--- src/rtl/active_list.sv ---
`default_nettype none
// ============================================================================
//  Module   : active_list
//  Purpose  : In-order active list (reorder buffer) for a 2-wide rename stage.
//             Records each renamed instruction (arch rd, new PR, previous PR),
//             marks completion from two execute ports and retires at most one
//             entry per cycle.  On retirement the previous PR is handed back to
//             the free list.  A branch recall truncates the tail back to a
//             checkpointed tail pointer.
//  Revision : 1.0  initial release
// ----------------------------------------------------------------------------
//  Ports
//    clk, reset            clock; synchronous active-high reset
//    i_ext_stall           rename stalled, no allocation this cycle
//    i_valid/i_uses_rd     per rename slot (slot 0 older)
//    i_arch_rd/i_new_pr/i_old_pr   per-slot entry payload
//    o_alloc_tag           AL index assigned to each slot (comb)
//    o_tail_ptr            current tail (comb) for checkpointing
//    o_al_stall            not enough free entries for the group (comb)
//    i_complete_valid/tag  two completion ports
//    i_commit_hold         downstream cannot take a retirement
//    i_if_recall/i_recalled_tail   branch recall
//    o_commit_*            registered retirement info (arch rd, new PR)
//    o_if_freed/o_freed_reg  registered release of the previous PR
// ============================================================================
module active_list #(
  parameter  int NUM_PR   = 64,
  parameter  int NUM_AR   = 32,
  parameter  int AL_DEPTH = 32,
  localparam int PRW      = $clog2(NUM_PR),
  localparam int ARW      = $clog2(NUM_AR),
  localparam int TW       = $clog2(AL_DEPTH)
) (
  input  logic                clk,
  input  logic                reset,
  input  logic                i_ext_stall,
  input  logic [1:0]          i_valid,
  input  logic [1:0]          i_uses_rd,
  input  logic [1:0][ARW-1:0] i_arch_rd,
  input  logic [1:0][PRW-1:0] i_new_pr,
  input  logic [1:0][PRW-1:0] i_old_pr,
  output logic [1:0][TW-1:0]  o_alloc_tag,
  output logic [TW-1:0]       o_tail_ptr,
  output logic                o_al_stall,
  input  logic [1:0]          i_complete_valid,
  input  logic [1:0][TW-1:0]  i_complete_tag,
  input  logic                i_commit_hold,
  input  logic                i_if_recall,
  input  logic [TW-1:0]       i_recalled_tail,
  output logic                o_commit_valid,
  output logic [ARW-1:0]      o_commit_arch_rd,
  output logic [PRW-1:0]      o_commit_new_pr,
  output logic                o_if_freed,
  output logic [PRW-1:0]      o_freed_reg
);

  // Entry storage
  logic                r_uses_rd [AL_DEPTH];
  logic [ARW-1:0]      r_arch_rd [AL_DEPTH];
  logic [PRW-1:0]      r_new_pr  [AL_DEPTH];
  logic [PRW-1:0]      r_old_pr  [AL_DEPTH];
  logic [AL_DEPTH-1:0] r_done;

  // Pointers; count is one bit wider so full and empty are distinguishable
  logic [TW-1:0]       r_head;
  logic [TW-1:0]       r_tail;
  logic [TW:0]         r_count;

  // Registered retirement outputs
  logic                r_commit_valid;
  logic [ARW-1:0]      r_commit_arch_rd;
  logic [PRW-1:0]      r_commit_new_pr;
  logic                r_if_freed;
  logic [PRW-1:0]      r_freed_reg;

  logic [TW:0]         w_n;
  logic [TW:0]         w_free;
  logic                w_stall;
  logic                w_accept;
  logic                w_retire;
  logic [TW-1:0]       w_head_next;
  logic [1:0][TW-1:0]  w_tag;

  assign w_n      = (TW+1)'(i_valid[0]) + (TW+1)'(i_valid[1]);
  assign w_free   = (TW+1)'(AL_DEPTH) - r_count;
  assign w_stall  = (w_free < w_n);
  // Group is all-or-nothing; a recall cycle drops whatever rename presents.
  assign w_accept = ~i_ext_stall & ~w_stall & ~i_if_recall;

  // Slot 1 takes the slot after slot 0 only when slot 0 is occupied.
  assign w_tag[0] = r_tail;
  assign w_tag[1] = r_tail + TW'(i_valid[0]);

  assign w_retire    = (r_count != '0) & r_done[r_head] & ~i_commit_hold;
  assign w_head_next = r_head + TW'(w_retire);

  assign o_alloc_tag      = w_tag;
  assign o_tail_ptr       = r_tail;
  assign o_al_stall       = w_stall;
  assign o_commit_valid   = r_commit_valid;
  assign o_commit_arch_rd = r_commit_arch_rd;
  assign o_commit_new_pr  = r_commit_new_pr;
  assign o_if_freed       = r_if_freed;
  assign o_freed_reg      = r_freed_reg;

  // Payload needs no reset: an entry is only read after it has been written.
  always_ff @(posedge clk) begin
    if (w_accept) begin
      for (int i = 0; i < 2; i++) begin
        if (i_valid[i]) begin
          r_uses_rd[w_tag[i]] <= i_uses_rd[i];
          r_arch_rd[w_tag[i]] <= i_arch_rd[i];
          r_new_pr[w_tag[i]]  <= i_new_pr[i];
          r_old_pr[w_tag[i]]  <= i_old_pr[i];
        end
      end
    end
  end

  // Done bits: completions set, fresh allocations clear.  The two never hit
  // the same tag in one cycle, so their relative order does not matter.
  always_ff @(posedge clk) begin
    if (reset) begin
      r_done <= '0;
    end else begin
      for (int j = 0; j < 2; j++) begin
        if (i_complete_valid[j]) begin
          r_done[i_complete_tag[j]] <= 1'b1;
        end
      end
      if (w_accept) begin
        for (int i = 0; i < 2; i++) begin
          if (i_valid[i]) begin
            r_done[w_tag[i]] <= 1'b0;
          end
        end
      end
    end
  end

  // Pointers and occupancy
  always_ff @(posedge clk) begin
    if (reset) begin
      r_head  <= '0;
      r_tail  <= '0;
      r_count <= '0;
    end else begin
      r_head <= w_head_next;
      if (i_if_recall) begin
        r_tail  <= i_recalled_tail;
        // Distance from the post-retire head; equal pointers mean empty.
        r_count <= {1'b0, i_recalled_tail - w_head_next};
      end else begin
        if (w_accept) begin
          r_tail <= r_tail + w_n[TW-1:0];
        end
        r_count <= r_count + (w_accept ? w_n : '0) - (TW+1)'(w_retire);
      end
    end
  end

  // Retirement outputs: flags pulse for one cycle, payload holds between.
  always_ff @(posedge clk) begin
    if (reset) begin
      r_commit_valid   <= 1'b0;
      r_commit_arch_rd <= '0;
      r_commit_new_pr  <= '0;
      r_if_freed       <= 1'b0;
      r_freed_reg      <= '0;
    end else if (w_retire) begin
      r_commit_valid   <= 1'b1;
      r_commit_arch_rd <= r_arch_rd[r_head];
      r_commit_new_pr  <= r_new_pr[r_head];
      r_if_freed       <= r_uses_rd[r_head];
      r_freed_reg      <= r_old_pr[r_head];
    end else begin
      r_commit_valid   <= 1'b0;
      r_if_freed       <= 1'b0;
    end
  end

endmodule
`default_nettype wire

--- config.mk ---
export PLATFORM = sky130hd
export DESIGN_NAME = active_list
export DESIGN_NICKNAME = d
export VERILOG_FILES = /design/src/rtl/active_list.sv
export SDC_FILE = /design/constraint.sdc
export NUM_CORES = 1
export LEC_CHECK = 0
export CORE_MARGIN = 1
export CORE_UTILIZATION = 40
export CTS_CLUSTER_DIAMETER = 80
export DETAILED_ROUTE_END_ITERATION = 8
export DONT_BUFFER_PORTS = 1
export GPL_ROUTABILITY_DRIVEN = 0
export HOLD_SLACK_MARGIN = 0.1
export PLACE_DENSITY = 0.52
export SETUP_SLACK_MARGIN = 0.02
export SYNTH_ARGS = -nofsm -noshare
export SYNTH_HDL_FRONTEND = slang
export SYNTH_SLANG_ARGS = --single-unit
--- constraint.sdc ---
create_clock -name clk -period 11.78 [get_ports clk]
set_input_delay 1.767 -clock clk [delete_from_list [all_inputs] [get_ports clk]]
set_output_delay 1.767 -clock clk [all_outputs]
set_load 0.005 [all_outputs]
# Word-level counts from Yosys, hierarchy flattened

Memory sizes are Yosys's and may differ from the RTL's. A register that Yosys moved wholly into a read port is not among the register bits.
Index checks and enable logic that the tools add are counted.

Register bits after elaboration: 49
Bits in writable memories: 576
Bits of input ports: 60
Output and inout bits: 35
Logic and storage cells: 81
Memories kept: 4

Memory list:

| name      | depth | bits a word | read ports | clocked after memory_dff | wr ports | RTL line | text |
|---|---|---|---|---|---|---|---|
| r_new_pr  | 32    | 6           | 1          | 1                        | 2        | 60       | `logic [PRW-1:0] r_new_pr [AL_DEPTH];` |
| r_old_pr  | 32    | 6           | 1          | 1                        | 2        | 61       | `logic [PRW-1:0] r_old_pr [AL_DEPTH];` |
| r_arch_rd | 32    | 5           | 1          | 1                        | 2        | 59       | `logic [ARW-1:0] r_arch_rd [AL_DEPTH];` |
| r_uses_rd | 32    | 1           | 1          | 1                        | 2        | 58       | `logic r_uses_rd [AL_DEPTH];` |

Add/subtract/negate cells: 8
$lt $le $gt $ge: 10
Multiplexer cells: 30
Bitwise gates (word level): 15
Reductions and logical operators: 8

Operator list:

| kind                                                                                 | number |
|---|---|
| 32-bit 2-to-1 mux                                                                    | 9 |
| 32-bit bitwise AND                                                                   | 2 |
| 32-bit NOT                                                                           | 2 |
| 32-bit bitwise OR                                                                    | 2 |
| 5-bit by 6-bit less-than comparator with 1-bit output (second input constant)        | 5 |
| 1-bit demux with 5-bit select                                                        | 4 |
| 5-bit by 1-bit greater-or-equal comparator with 1-bit output (second input constant) | 4 |
| 5-bit 2-to-1 mux                                                                     | 3 |
| 1-bit 2-to-1 mux                                                                     | 12 |
| 5-bit by 1-bit adder with 5-bit output                                               | 2 |
| 6-bit by 2-bit adder with 6-bit output                                               | 1 |
| 6-bit by 2-bit less-than comparator with 1-bit output                                | 1 |
| 6-bit nonzero test                                                                   | 1 |
| 6-bit by 1-bit subtractor with 6-bit output                                          | 1 |
| 6-bit subtractor (first input constant)                                              | 1 |
| 5-bit by 2-bit adder with 5-bit output                                               | 1 |
| 1-bit binary-select mux with 5-bit select                                            | 1 |
| 1-bit NOT                                                                            | 5 |
| 5-bit subtractor                                                                     | 1 |
| 1-bit bitwise AND                                                                    | 4 |
| 1-bit logical AND                                                                    | 4 |
| 2-bit OR reduction                                                                   | 2 |
| 1-bit by 1-bit adder with 2-bit output                                               | 1 |
| 2-bit 2-to-1 mux                                                                     | 1 |
| 2-bit nonzero test                                                                   | 1 |

# Longest topological paths before layout

Gate-level depths: netlist of the first run.

Word-level depth: 17
Depth in mapped cells: 22
Depth with buffers taken out: 19

# Worst setup path before layout of the first run

No wires, ideal clock.

Path type: input-to-reg
From: input i_valid[0]
To: memory r_arch_rd[12][0] (netlist bit), enable pin
Setup time: 0.418 ns
Arrival: 4.934 ns
Data required time: 11.362 ns
Path slack: 6.428 ns
Stages: 11
Path buffers: 3
Path through: ha_1 inv_1 ha_1 o21ai_0 o2111a_1 buf_6 or2_1 buf_6 or4_4 buf_6 o21ai_0

RTL lines:

| item               | RTL line | text |
|---|---|---|
| start: declaration | 37       | `input logic [1:0] i_valid,` |
| end: declaration   | 59       |  |

==> results of run 1 <==
==> routing by layer <==
metal	share of wire (%)	track usage, %	vias up
met5	0.010	0	-
met4	2.1	6.804	2
met3	5.8	3.707	123
met2	48	40.62	690
met1	44	34.60	10982
li1	-	-	8826
==> power breakdown <==
group | internal, mW | total [mW] | switching, mW
sequential | 2.51 | 2.52 | 0.0133
combinational | 0.136 | 0.266 | 0.130
clock | 1.31 | 2.24 | 0.932
==> layout make-up <==
| type | instances | share of cell area, % |
|---|---|---|
| repair buffers | 68 | 1.385 |
| well taps | 1080 | 3.667 |
| multi-input cells | 1387 | 37.79 |
| diodes | 1 | 0.006791 |
| flip-flops and latches | 643 | 50.60 |
| clock inverters | 24 | 0.4686 |
| inverters | 26 | 0.2648 |
| clock buffers | 104 | 5.813 |
==> worst register-to-register path, cell delays in order (launching register included) <==
cell and delay (ps):
dfxtp_1 760, ha_1 360, nand3_1 120, xor2_1 500, inv_1 350, nor2_1 560
and3_1 240, buf_4 330, a21o_1 790
==> Yosys cell counts (3+ instances only) <==
cell type  count  area [sq um]
mux2_2       640          7207
edfxtp_1     576         17300
clkbuf_1     197         739.5
nor2_1        96         360.4
mux4_2        87          1959
mux2i_1       70         700.7
dfxtp_1       67          1341
o22ai_1       67         419.2
buf_2         48         240.2
a211oi_1      42         315.3
nand2_1       41         153.9
a22oi_1       34         255.2
nand3_1       32         160.2
o21ai_0       28         140.1
nor3_1        27         135.1
inv_1         26         97.59
ha_1          23         287.8
o211a_1       22         220.2
a221oi_1      17         148.9
a22o_1        17         148.9
xnor2_1       15         131.4
buf_4         13         97.59
nand3b_1      13         97.59
a21o_1        11         82.58
a2111oi_0      8         70.07
a21oi_1        8         40.04
and2_1         7         43.79
and3_1         7         43.79
nor2b_1        7         43.79
or3b_2         7         61.31
buf_1          5         18.77
mux2_1         5         56.30
nand4_1        5         31.28
xor2_1         5         43.79
buf_6          4         45.04
nor3b_1        4         30.03
o21bai_1       4         30.03
or3_1          4         25.02
and3b_1        3         26.28
fa_1           3         60.06
nor2_2         3         18.77
==> cells in the final DEF, fill, tap and decap left out, drive strengths merged, types with 41 or more instances in the layout <==
master	netlist	layout
mux2	645	645
edfxtp	576	576
clkbuf	197	104
nor2	99	99
mux4	87	87
mux2i	70	70
buf	70	68
o22ai	67	67
dfxtp	67	67
a211oi	43	43
nand2	41	41
==> path summary, 6_finish.rpt <==
path	start	end	slack [ps]	cells after the start
max	i_valid[0]	r_old_pr[30][2]	6900	8
min reg2reg	o_commit_arch_rd[1]	o_commit_arch_rd[1]	520	2
max reg2reg	o_tail_ptr[0]	r_old_pr[21][0]	7360	8
min	o_commit_arch_rd[1]	o_commit_arch_rd[1]	520	2
==> cells by family (layout without fill, tap and decap cells) <==
logic type / after synthesis / after routing / synth area share [%]
flip-flops: 643 / 643 / 55.37
other: 0 / 1 / 0
buffers and inverters: 293 / 222 / 3.680
AO/OA/AOI/OAI: 265 / 265 / 5.754
AND/OR/NAND/NOR: 274 / 274 / 4.170
XOR/XNOR: 20 / 20 / 0.5204
adder cells (fa/ha/maj): 26 / 26 / 1.033
multiplexers: 802 / 802 / 29.48
==> run metrics, run 1 <==
drt first pass iters=5; Peak VDD IR=0.00009379 V; Lkg Pwr=11.91 nW; Synth async-reset ratio=0%; Area after DPL=0.03453 sq mm; Final Hold Viols=0; PwrDens=136.4 mW/mm^2; final core occ=44.17%; clock latency on the worst-skew pair=620 ps; Buf+Inv Stages, Crit Path=1; routed len/inst=31.96 um; Post-Route WL=106.5 mm; Worst-path clk slew=60 ps; status=finished, final reports clean; multi-input logic area=0.01393 sq mm; Die Y=292.1 um; final setup vio count=0; grt ovf=0; Num CTS Buffers=75; final worst path period share=41.44%; Port Buffers=0; required time of the worst setup path=12,010 ps; mapped cell area=0.03366 sq mm; ys flop type=edfxtp_1; Hold Buf Count CTS=0; Max Buffers Root-to-Sink=3; H-tree Lvls=3; worst-path fanout max=18; post-detail-place hpwl=64.66 mm; ANT nets after route=0; synthesized flop and latch total=643; dpl cells=3,204; max-slew headroom at the worst pin=16.59%; postcts setup bufs=0; Cells after Synth=2,323; Yosys cell types=61; largest net degree at the start of global routing=68; Layout Nets=2,287; chip width=292.1 um; Max Slew Vio Count=0; Clock Skew=11.97 ps; CP top delay family=compound AO/OA/AOI/OAI gates; Max Cap Violations=0; YS warnings=0; setup_tns=0 ps; I/O pins=95; post-place setup slack=6298 ps; Sequential Area=0.01865 sq mm; Vias per Instance=6.188; Final Hold Slack=517.5 ps; vias in the first global route=20,753; initial drt markers=1,774; DRC Markers=0; first-pass GRT wire length=153.5 mm; Hold Path Class=register to register; vias=20,623; CP max-delay cell=o21ai_2; Crit Path Category=primary input to register; sequential-to-total area share from yosys stat=55.37%; Mapped Avg Cell Area=14.49 sq um; Post-CTS Resized=0; starting density of the core=40.35%; Mapped Nets=2,409; # fillers=7,402; slew at the pin closest to its max-slew limit=1251 ps; Max Fclk=204.8 MHz; total power draw=5.025 mW; die area=0.08532 sq mm; GRT Total Usage=24.93%; worst-path cell chain=ha_1 > inv_1 > ha_1 > o21ai_0 > o2111a_1 > or2_1 > or4_1 > o21ai_2; layout cell share with drive strength beyond 1=42.14%; clk root buf=clkbuf_16; final setup margin=6898 ps; unrepaired setup endpoints after global routing=no; Final Cell Area=0.03685 sq mm; fin cells=3,333; Rows=106; crit-path max cell delay=970 ps; arrival time at the worst endpoint=5110 ps; most numerous cell on the critical path=ha_1; EDFF count, synth=576; CTS tree=done; initial antenna violation count=2; post-layout min period=4882 ps; Setup crit end kind=register; CTS Sinks=643; Area growth syn-to-layout=9.463%; core area=0.08342 sq mm; nature of the critical path startpoint=primary input
Power figures use the tool's default switching activity.
==> run 2, diff against run 1 <==
PLACE_DENSITY = 0.54   (was 0.52)
clock period = 4.32 ns   (was 11.78 ns; I/O delays follow)
==> run 2 against run 1 <==
Power grew to 2.7 times the previous value. Non-clock buffer count rose by 51. Die area stayed put. Critical path depth increased by 6. Via count increased by 0.15%. Clock power rose to 2.8 times the previous value. Utilization is 0.66 points higher. Wire length decreased by 2.0%.
==> run metrics, run 2 (same netlist as run 1, synthesis figures left out) <==
Post-Route WL=104.4 mm; status=finished, final reports clean; vias=20,654; clk root buf=clkbuf_16; initial antenna violation count=1; core area=0.08342 sq mm; Final Hold Viols=0; starting density of the core=40.35%; DRC Markers=0; PwrDens=369.2 mW/mm^2; Final Cell Area=0.03740 sq mm; CTS tree=done; Post-CTS Resized=0; final core occ=44.83%; Port Buffers=0; Final Hold Slack=142.3 ps; largest net degree at the start of global routing=97; Lkg Pwr=12.23 nW; post-place setup slack=499.3 ps; worst hold path depth=1; global routing usage on met3=4.270%; setup_tns=0 ps; Max Cap Violations=0; vias in the first global route=20,979; worst-path fanout max=9; dpl cells=3,248; Max Fclk=249.8 MHz; Area after DPL=0.03497 sq mm; post-layout min period=4004 ps; total power draw=13.81 mW; first-pass GRT wire length=151.3 mm; clock latency on the worst-skew pair=620 ps; Die Y=292.1 um; final worst path period share=92.68%; chip width=292.1 um; ANT nets after route=0; post-detail-place hpwl=63.58 mm; Num CTS Buffers=75; final setup margin=316.2 ps; die area=0.08532 sq mm; Clock Skew=28.15 ps; Max Slew Vio Count=0; max-slew headroom at the worst pin=24.59%; met1 Usage GRT=32.19%; GRT Max-Usage Layer=met2; I/O pins=95; slew at the pin closest to its max-slew limit=1129 ps; # fillers=7,321; final setup vio count=0; H-tree Lvls=3; worst r2r path cells=14; Hold Path Class=primary input to register; final antenna diode count=0; GRT Total Usage=24.35%; Crit Path Category=register to register; unrepaired setup endpoints after global routing=no; Rows=106; fin cells=3,389; most common cell after layout, fill and taps aside=mux2_2; Max Buffers Root-to-Sink=3; Setup crit end kind=register; met2 Use GR=41.78%; nature of the critical path startpoint=register; routed len/inst=30.80 um; layout cell share with drive strength beyond 1=43.22%; Worst-path clk slew=60 ps; grt ovf=0; drt first pass iters=6; Area growth syn-to-layout=11.09%; Layout Nets=2,338; Peak VDD IR=0.0002493 V; Vias per Instance=6.094; initial drt markers=1,927; most frequent cells in the layout=640 x mux2_2, 576 x edfxtp_1, 103 x buf_4; CTS Sinks=643; arrival time at the worst endpoint=4500 ps; required time of the worst setup path=4820 ps
run 2: cell types whose count changed in the layout (fill, tap and decap cells not counted), sizes merged, moves of 2 or more:
| cell | previous run | this run |
|---|---|---|
| buf | 68 | 112 |
| clkinv | 20 | 27 |
| dlygate4sd3 | 0 | 7 |
| clkbuf | 104 | 99 |
| inv | 27 | 29 |
run 2: repair_timing:
action / 4_1_cts / 5_1_grt
hold buffers: 7 / 0
hold endpoints to repair: 14 / 0
buffers inserted: 0 / 0
run 2: cell type report:
type                            count  area, sq um  area share (%)
Inverter                           26        97.59          0.2610
Sequential cell                   643        18650           49.86
Clock buffer                       99         2105           5.627
Tap cell                         1080         1351           3.613
Multi-Input combinational cell   1387        13930           37.24
Timing Repair Buffer              119         1023           2.737
Clock inverter                     35        247.7          0.6625
run 2: metal layers:
layer | part of all wire (%) | vias to the layer above | wire, um
li1 | - | 8921 | -
met1 | 42 | 10901 | 43910
met2 | 50 | 712 | 51880
met3 | 6.6 | 120 | 6859
met4 | 1.7 | 0 | 1730
met5 | 0 | - | 0
run 2: power by group:
group	leakage (nW)	switching (mW)	total (mW)	internal [mW]
Combinational	5.34	0.369	0.762	0.393
Clock	1.16	2.57	6.18	3.60
Sequential	5.73	0.0361	6.87	6.83
run 2: worst paths after layout:
path / start / to / slack, ps
min: reset / r_done[21] / 140
max: r_head[1] / r_count[5] / 320
min reg2reg: o_commit_new_pr[4] / o_commit_new_pr[4] / 520
max reg2reg: r_head[1] / r_count[5] / 320
run 2: critical path, cell delays in order, from the launching register on:
cell           delay, ps
dfxtp_1              570
buf_4                300
mux4_2               520
a211oi_1             390
a211oi_4             140
ha_1                 260
inv_1                 60
ha_1                 220
a21o_1               180
a21oi_1              210
o21bai_1             120
a21oi_1              190
xnor2_1              140
nor3_1                50
dlygate4sd3_1        540
